===== src/rtl/load_data_unit_pkg.sv =====
// Shared types for the load data unit: memory op encoding, FSM states, alignment helper.
package CorePack;

  typedef enum logic [2:0] {
    MEM_NO = 3'd0,
    MEM_B  = 3'd1,
    MEM_H  = 3'd2,
    MEM_W  = 3'd3,
    MEM_D  = 3'd4,
    MEM_UB = 3'd5,
    MEM_UH = 3'd6,
    MEM_UW = 3'd7
  } mem_op_enum;

  typedef enum logic [1:0] {
    IDLE = 2'd0,
    REQ  = 2'd1,
    WAIT = 2'd2,
    DONE = 2'd3
  } load_state_t;

  // True when the access is not naturally aligned for its size.
  function automatic logic is_misaligned(input mem_op_enum op, input logic [2:0] off);
    case (op)
      MEM_H, MEM_UH: return off[0];
      MEM_W, MEM_UW: return |off[1:0];
      MEM_D:         return |off;
      default:       return 1'b0;
    endcase
  endfunction

endpackage


===== src/rtl/load_data_unit_if.sv =====
// Load request/response and data-memory read bus; ld_misalign exists only with LOAD_MISALIGN_CHECK_EN.
interface load_data_unit_if
  import CorePack::*;
#(
  parameter int ADDR_WIDTH = 64
);
  logic                  ld_req_valid;
  logic                  ld_req_ready;
  logic [ADDR_WIDTH-1:0] ld_addr;
  mem_op_enum            ld_op;
  logic                  mem_rd_req_valid;
  logic                  mem_rd_req_ready;
  logic [ADDR_WIDTH-1:0] mem_rd_addr;
  logic                  mem_rd_resp_valid;
  logic [63:0]           mem_rd_resp_data;
  logic                  ld_resp_valid;
  logic [63:0]           ld_resp_data;
`ifdef LOAD_MISALIGN_CHECK_EN
  logic                  ld_misalign;

  modport master (
    output ld_req_valid, ld_addr, ld_op, mem_rd_req_ready, mem_rd_resp_valid, mem_rd_resp_data,
    input  ld_req_ready, mem_rd_req_valid, mem_rd_addr, ld_resp_valid, ld_resp_data, ld_misalign
  );
  modport slave (
    input  ld_req_valid, ld_addr, ld_op, mem_rd_req_ready, mem_rd_resp_valid, mem_rd_resp_data,
    output ld_req_ready, mem_rd_req_valid, mem_rd_addr, ld_resp_valid, ld_resp_data, ld_misalign
  );
`else
  modport master (
    output ld_req_valid, ld_addr, ld_op, mem_rd_req_ready, mem_rd_resp_valid, mem_rd_resp_data,
    input  ld_req_ready, mem_rd_req_valid, mem_rd_addr, ld_resp_valid, ld_resp_data
  );
  modport slave (
    input  ld_req_valid, ld_addr, ld_op, mem_rd_req_ready, mem_rd_resp_valid, mem_rd_resp_data,
    output ld_req_ready, mem_rd_req_valid, mem_rd_addr, ld_resp_valid, ld_resp_data
  );
`endif
endinterface


===== src/rtl/load_data_unit_data_trunc.sv =====
// Combinational lane select plus sign/zero extension of a 64-bit memory doubleword.
module data_trunc
  import CorePack::*;
(
  input  logic [63:0] data,
  input  logic [2:0]  offset,
  input  mem_op_enum  op,
  output logic [63:0] result
);
  logic [7:0]  byte_lane [8];
  logic [15:0] half_lane [4];
  logic [31:0] word_lane [2];

  for (genvar gi = 0; gi < 8; gi++) begin : g_byte
    assign byte_lane[gi] = data[gi*8 +: 8];
  end
  for (genvar gi = 0; gi < 4; gi++) begin : g_half
    assign half_lane[gi] = data[gi*16 +: 16];
  end
  for (genvar gi = 0; gi < 2; gi++) begin : g_word
    assign word_lane[gi] = data[gi*32 +: 32];
  end

  logic [7:0]  byte_sel;
  logic [15:0] half_sel;
  logic [31:0] word_sel;

  // Unused low bits drop out here: halfwords ignore offset[0], words ignore offset[1:0].
  assign byte_sel = byte_lane[offset];
  assign half_sel = half_lane[offset[2:1]];
  assign word_sel = word_lane[offset[2]];

  always_comb begin
    result = '0;
    case (op)
      MEM_B:   result = {{56{byte_sel[7]}}, byte_sel};
      MEM_UB:  result = {56'd0, byte_sel};
      MEM_H:   result = {{48{half_sel[15]}}, half_sel};
      MEM_UH:  result = {48'd0, half_sel};
      MEM_W:   result = {{32{word_sel[31]}}, word_sel};
      MEM_UW:  result = {32'd0, word_sel};
      MEM_D:   result = data;
      default: result = '0;
    endcase
  end
endmodule


===== src/rtl/load_data_unit.sv =====
// Load data unit: accepts a load, issues an aligned doubleword read, returns the extracted result.
// Optional misaligned-load trap when LOAD_MISALIGN_CHECK_EN is defined.
module load_data_unit
  import CorePack::*;
#(
  parameter int ADDR_WIDTH = 64
)(
  input  logic             clk,
  input  logic             rst,
  load_data_unit_if.slave  bus
);
  load_state_t           state_reg, state_next;
  logic [ADDR_WIDTH-1:0] addr_reg, addr_next;
  mem_op_enum            op_reg, op_next;
  logic [63:0]           result_reg, result_next;
  logic [63:0]           trunc_result;
`ifdef LOAD_MISALIGN_CHECK_EN
  logic                  misalign_reg, misalign_next;
`endif

  data_trunc u_data_trunc (
    .data   (bus.mem_rd_resp_data),
    .offset (addr_reg[2:0]),
    .op     (op_reg),
    .result (trunc_result)
  );

  always_ff @(posedge clk) begin
    if (rst) begin
      state_reg <= IDLE;
    end else begin
      state_reg <= state_next;
    end
  end

  always_ff @(posedge clk) begin
    if (rst) begin
      addr_reg     <= '0;
      op_reg       <= MEM_NO;
      result_reg   <= '0;
`ifdef LOAD_MISALIGN_CHECK_EN
      misalign_reg <= 1'b0;
`endif
    end else begin
      addr_reg     <= addr_next;
      op_reg       <= op_next;
      result_reg   <= result_next;
`ifdef LOAD_MISALIGN_CHECK_EN
      misalign_reg <= misalign_next;
`endif
    end
  end

  always_comb begin
    state_next    = state_reg;
    addr_next     = addr_reg;
    op_next       = op_reg;
    result_next   = result_reg;
`ifdef LOAD_MISALIGN_CHECK_EN
    misalign_next = misalign_reg;
`endif
    case (state_reg)
      IDLE: begin
        if (bus.ld_req_valid && bus.ld_op != MEM_NO) begin
          addr_next  = bus.ld_addr;
          op_next    = bus.ld_op;
          state_next = REQ;
`ifdef LOAD_MISALIGN_CHECK_EN
          misalign_next = 1'b0;
          // Misaligned loads skip memory entirely and report a zero result.
          if (is_misaligned(bus.ld_op, bus.ld_addr[2:0])) begin
            misalign_next = 1'b1;
            result_next   = '0;
            state_next    = DONE;
          end
`endif
        end
      end
      REQ: begin
        if (bus.mem_rd_req_ready) begin
          state_next = WAIT;
        end
      end
      WAIT: begin
        if (bus.mem_rd_resp_valid) begin
          result_next = trunc_result;
          state_next  = DONE;
        end
      end
      DONE:    state_next = IDLE;
      default: state_next = IDLE;
    endcase
  end

  assign bus.ld_req_ready     = (state_reg == IDLE);
  assign bus.mem_rd_req_valid = (state_reg == REQ);
  assign bus.mem_rd_addr      = {addr_reg[ADDR_WIDTH-1:3], 3'b000};
  assign bus.ld_resp_valid    = (state_reg == DONE);
  assign bus.ld_resp_data     = result_reg;
`ifdef LOAD_MISALIGN_CHECK_EN
  assign bus.ld_misalign      = (state_reg == DONE) && misalign_reg;
`endif
endmodule


===== src/flat_wrapper.sv =====
// flat-port wrapper written by rule: the top's interface ports become plain ports
module load_data_unit_flat import CorePack::*;
#(
  parameter int ADDR_WIDTH = 64
)
  (clk, rst, bus_ld_req_valid, bus_ld_addr, bus_ld_op, bus_mem_rd_req_ready, bus_mem_rd_resp_valid, bus_mem_rd_resp_data, bus_ld_req_ready, bus_mem_rd_req_valid, bus_mem_rd_addr, bus_ld_resp_valid, bus_ld_resp_data);
  load_data_unit_if #(.ADDR_WIDTH(ADDR_WIDTH)) bus_i ();
  input  logic clk;
  input  logic rst;
  input wire logic [$bits(bus_i.ld_req_valid)-1:0] bus_ld_req_valid;
  input wire logic [$bits(bus_i.ld_addr)-1:0] bus_ld_addr;
  input wire logic [$bits(bus_i.ld_op)-1:0] bus_ld_op;
  input wire logic [$bits(bus_i.mem_rd_req_ready)-1:0] bus_mem_rd_req_ready;
  input wire logic [$bits(bus_i.mem_rd_resp_valid)-1:0] bus_mem_rd_resp_valid;
  input wire logic [$bits(bus_i.mem_rd_resp_data)-1:0] bus_mem_rd_resp_data;
  output wire logic [$bits(bus_i.ld_req_ready)-1:0] bus_ld_req_ready;
  output wire logic [$bits(bus_i.mem_rd_req_valid)-1:0] bus_mem_rd_req_valid;
  output wire logic [$bits(bus_i.mem_rd_addr)-1:0] bus_mem_rd_addr;
  output wire logic [$bits(bus_i.ld_resp_valid)-1:0] bus_ld_resp_valid;
  output wire logic [$bits(bus_i.ld_resp_data)-1:0] bus_ld_resp_data;
  assign bus_i.ld_req_valid = bus_ld_req_valid;
  assign bus_i.ld_addr = bus_ld_addr;
  assign bus_i.ld_op = bus_ld_op;
  assign bus_i.mem_rd_req_ready = bus_mem_rd_req_ready;
  assign bus_i.mem_rd_resp_valid = bus_mem_rd_resp_valid;
  assign bus_i.mem_rd_resp_data = bus_mem_rd_resp_data;
  assign bus_ld_req_ready = bus_i.ld_req_ready;
  assign bus_mem_rd_req_valid = bus_i.mem_rd_req_valid;
  assign bus_mem_rd_addr = bus_i.mem_rd_addr;
  assign bus_ld_resp_valid = bus_i.ld_resp_valid;
  assign bus_ld_resp_data = bus_i.ld_resp_data;
  load_data_unit #(.ADDR_WIDTH(ADDR_WIDTH)) u_core (.clk(clk), .rst(rst), .bus(bus_i));
endmodule

===== config.mk =====
export PLATFORM = sky130hd
export DESIGN_NAME = load_data_unit_flat
export DESIGN_NICKNAME = d
export VERILOG_FILES = /design/src/rtl/load_data_unit_pkg.sv /design/src/rtl/load_data_unit_if.sv /design/src/rtl/load_data_unit_data_trunc.sv /design/src/rtl/load_data_unit.sv /design/src/flat_wrapper.sv
export SDC_FILE = /design/constraint.sdc
export NUM_CORES = 1
export LEC_CHECK = 0
export BUFFER_PORTS_ARGS = -buffer_cell sky130_fd_sc_hd__clkbuf_2
export CAP_MARGIN = 30
export CORE_MARGIN = 1.5
export CORE_UTILIZATION = 35
export CTS_CLUSTER_SIZE = 14
export DETAILED_ROUTE_END_ITERATION = 16
export GPL_TIMING_DRIVEN = 0
export PLACE_DENSITY_LB_ADDON = 0.25
export SLEW_MARGIN = 25
export SYNTH_ARGS = -nofsm -noshare
export SYNTH_HDL_FRONTEND = slang
export SYNTH_SLANG_ARGS = --single-unit

===== constraint.sdc =====
create_clock -name clk -period 4.2 [get_ports clk]
set_input_delay 0.42 -clock clk [delete_from_list [all_inputs] [get_ports clk]]
set_output_delay 0.42 -clock clk [all_outputs]
set_load 0.05 [all_outputs]

==> out/summary.txt <==
==================================================================================================
CTS tree                                                                                     built
Post-synthesis instance total                                                                  802
First-pass DRT Iterations                                                                        5
Cells on worst reg2reg path                                                                      7
Crit path buf inv count                                                                          2
Biggest cell delay along the critical path                                                 0.58 ns
Total stage count of the critical path                                                           7
Slew of the pin with the lowest slew margin                                               0.772 ns
CTS buffer count                                                                                17
Mux share of post-synthesis cell area                                                        7.72%
Die footprint                                                                            20400 µm²
Final Core Density                                                                           48.2%
Detailed-route vias per instance                                                              5.26
Clk Latency, worst-skew pair                                                               0.42 ns
Post-CTS Setup Inserts                                                                           0
Crit-path cells                                                                       inv_1, ha_1, nand2_1, a21oi_1, clkbuf_1, o21ai_0, a21oi_1
H-Tree Depth                                                                                     4
Share of synthesized flip-flops with an asynchronous set or reset                               0%
Pwr/cell area                                                                           546 nW/µm²
Origin of the worst setup path                                                        u_core.state_reg[0]
Unrepaired setup endpoints after global routing                                              false
Highest clock frequency the design can meet                                                400 MHz
Cell types occupying the most area after synthesis                                    dfxtp_1, nand2_1, a221oi_1
Sequential element share of the synthesized area                                             38.9%
Die extent in y                                                                             143 µm
Global route overflow                                                                            0
Flip-flop cell with the highest count after synthesis                                      dfxtp_1
Main combinational cell family by area after synthesis                                compound AO/OA/AOI/OAI gates
Number of violations of the max-capacitance limit                                                0
Number of placement rows                                                                        50
LEAKAGE                                                                                    3.87 nW
Yosys warnings                                                                                   0
Maximum vdd drop                                                                          0.307 mV
Count of hold-fix buffers inserted at cts                                                        0
Slew headroom                                                                                48.5%
Worst hold-check path type                                                                  in2reg
Cell type with the largest total area after synthesis                                      dfxtp_1
Setup total negative slack                                                                    0 ns
Arrival time reported for the critical path endpoint                                       2.84 ns
Register-to-register setup slack                                                           1.70 ns
Final Max Tran Viols                                                                             0
Post-DR wirelength/cell                                                                    18.2 µm
Capture point of the worst reg-to-reg path                                            u_core.bus.ld_resp_data[12]
Initial antenna violation count                                                                  0
Number of buffers on the longest clock path                                                      2
Worst Setup Path Type                                                                      reg2reg
Avg Synthesized Cell Area                                                                 8.54 µm²
Post-synthesis xor/xnor area fraction                                                           0%
Total number of vias                                                                          7146
Synthesis-stage register bit count                                                             133
Post-synthesis cell type count                                                                  47
Post-synth design cell area                                                               6850 µm²
Vias in the first global route                                                                6598
Synth Area in Compound Gates                                                                 27.1%
Drt drc                                                                                          0
Fraction of layout instances using a drive strength above 1                                  39.3%
Endpoint of the most critical setup path                                              u_core.bus.ld_resp_data[12]
Count of cells resized by post-cts repair                                                        0
Cell chosen for the clock root                                                           clkbuf_16
Clock transition time at the flip-flop clock pins of the worst setup and hold paths        0.06 ns
Worst slack on hold paths                                                                 0.216 ns
Total routing usage reported by global routing                                               23.8%
Simple-gate area share of the yosys netlist                                                  13.0%
Kind of capture point of the worst setup path                                                 flop
Type of element launching the critical path                                                   flop
Initial core utilization                                                                     36.2%
Floorplan Core Area                                                                      19000 µm²
Min cycle time layout                                                                      2.50 ns
Estimated wirelength of the detail-placed design                                          18900 µm
Run status                                                                               completed
Count of nets left with antenna violations after detail routing                                  0
Die span in x                                                                               143 µm
Total number of nets in the final design                                                      1225
Number of inserted diodes                                                                        0
Clk sink count                                                                                 133
Launch point of the worst reg-to-reg path                                             u_core.state_reg[0]
Worst Clk Skew                                                                           0.0113 ns
1st-iter DRT viols                                                                             557
Final period util                                                                            59.5%
Number of top-level pins                                                                       267
Number of synthesized flops with an enable pin                                                   0
Pin count of the biggest net entering global routing                                            17
Slowest stage cell, crit path                                                              a21oi_1
Area delta synth->final                                                                      33.3%
Post-synthesis adder-cell area fraction                                                     0.730%
Top cell by count, worst path                                                              a21oi_1
Final Hold Vio Count                                                                             0
Port Buf Inserts                                                                               262
Aggregate routed wire length                                                              24700 µm
Required time reported for the critical path endpoint                                      4.54 ns
Final setup violation count                                                                      0
Placer's final routability congestion estimate                                               0.937
Max Fanout on Critical Path                                                                     10
Top cell type's share of synthesized area                                                    38.9%
Cell family contributing the most delay on the critical path                          compound AO/OA/AOI/OAI gates
Global-route wire length before repair                                                    36600 µm
==================================================================================================
## per-stage QoR
stage               instance area (µm²)  power [W]  worst slack [ns]  cells
finish                             9130    0.00499              1.70   1358
global route                       9130    0.00522              1.53   1358
CTS                                9130    0.00501              1.77   1358
detailed placement                 8500    0.00338              1.79   1326
global placement                   8500    0.00336              1.81   1326
floorplan                          6860    0.00290              2.19    804
## logic make-up (layout without fill, tap and decap cells)
logic type | after synthesis | in the layout
other | 1 | 3
multiplexers | 36 | 36
AND/OR/NAND/NOR | 222 | 222
adder cells (fa/ha/maj) | 4 | 4
flip-flops | 133 | 133
buffers and inverters | 144 | 438
AO/OA/AOI/OAI | 262 | 262
## how the worst min path moves through the flow
stage / from / to / slack, ns / depth (start not counted)
2_1_floorplan: u_core.addr_reg[10] / u_core.addr_reg[10] / 0.44 / 2
3_3_place_gp: u_core.bus.ld_resp_data[28] / u_core.bus.ld_resp_data[28] / 0.43 / 2
3_5_place_dp: u_core.bus.ld_resp_data[31] / u_core.bus.ld_resp_data[31] / 0.43 / 2
4_1_cts: bus_ld_addr[43] / u_core.addr_reg[43] / 0.20 / 3
5_1_grt: bus_ld_addr[35] / u_core.addr_reg[35] / 0.21 / 3
6_report: bus_ld_addr[43] / u_core.addr_reg[43] / 0.22 / 3
## cell usage after synthesis (2+ instances only)
cell type  instances
ha_1               4
nand2b_1           3
buf_4             68
mux4_2            11
inv_1              7
mux2i_1           15
o21ai_0           32
a22o_1             2
mux2_2             8
nand3b_1           2
a21o_1             3
a32oi_1            2
nand3_1            2
nor2_1             9
dfxtp_1          133
buf_6              5
buf_2             18
nor2b_1            4
a22oi_1            2
a211oi_1          15
nand2_1          192
a211oi_2          20
nor3_1             3
a21oi_1          106
a221oi_1          69
a222oi_1           2
clkbuf_1          45
## worst min-delay path, stage by stage
cell and delay (ns):
clkbuf_2 0.08, nand2_1 0.04, a21oi_1 0.05
## power breakdown
group          switching [W]  internal [W]
registers          0.0000741       0.00139
logic                0.00128      0.000613
clock network       0.000609       0.00102
## metal layers
layer  wire length [µm]  global-route usage, %  vias to the layer above
met5                  0                      0                        -
met4                846                   12.0                        0
met3               2460                   6.94                       53
met2              11500                   37.7                      366
met1               9910                   29.6                     3326
li1                   -                      -                     3401
## placed cells by master, fill, tap and decap left out, types with 3 or more instances in the layout
| master | netlist | final |
|---|---|---|
| clkbuf_16 | 0 | 17 |
| nor3_1 | 3 | 3 |
| inv_1 | 7 | 7 |
| mux2i_1 | 15 | 15 |
| a211oi_2 | 20 | 20 |
| buf_4 | 68 | 68 |
| dfxtp_1 | 133 | 133 |
| clkbuf_2 | 0 | 262 |
| a211oi_1 | 15 | 15 |
| clkbuf_1 | 45 | 46 |
| bufinv_16 | 0 | 4 |
| a21oi_1 | 106 | 106 |
| ha_1 | 4 | 4 |
| nor2b_1 | 4 | 4 |
| buf_2 | 18 | 18 |
| inv_6 | 0 | 5 |
| nor2_1 | 9 | 9 |
| mux4_2 | 11 | 11 |
| buf_6 | 5 | 5 |
| mux2_2 | 8 | 8 |
| nand2b_1 | 3 | 3 |
| nand2_1 | 192 | 192 |
| conb_1 | 1 | 3 |
| a221oi_1 | 69 | 69 |
| a21o_1 | 3 | 3 |
| o21ai_0 | 32 | 32 |
## area by class of cell
type / instances / area, µm²
fillers: 2001 / 9820
multi-input cells: 527 / 3340
flip-flops and latches: 133 / 2660
repair buffers: 262 / 1310
plain buffers: 136 / 826
clock buffers: 19 / 443
well taps: 260 / 325
clock inverters: 13 / 194
inverters: 8 / 30.0
Note: power is estimated with default switching activity, not from simulation.
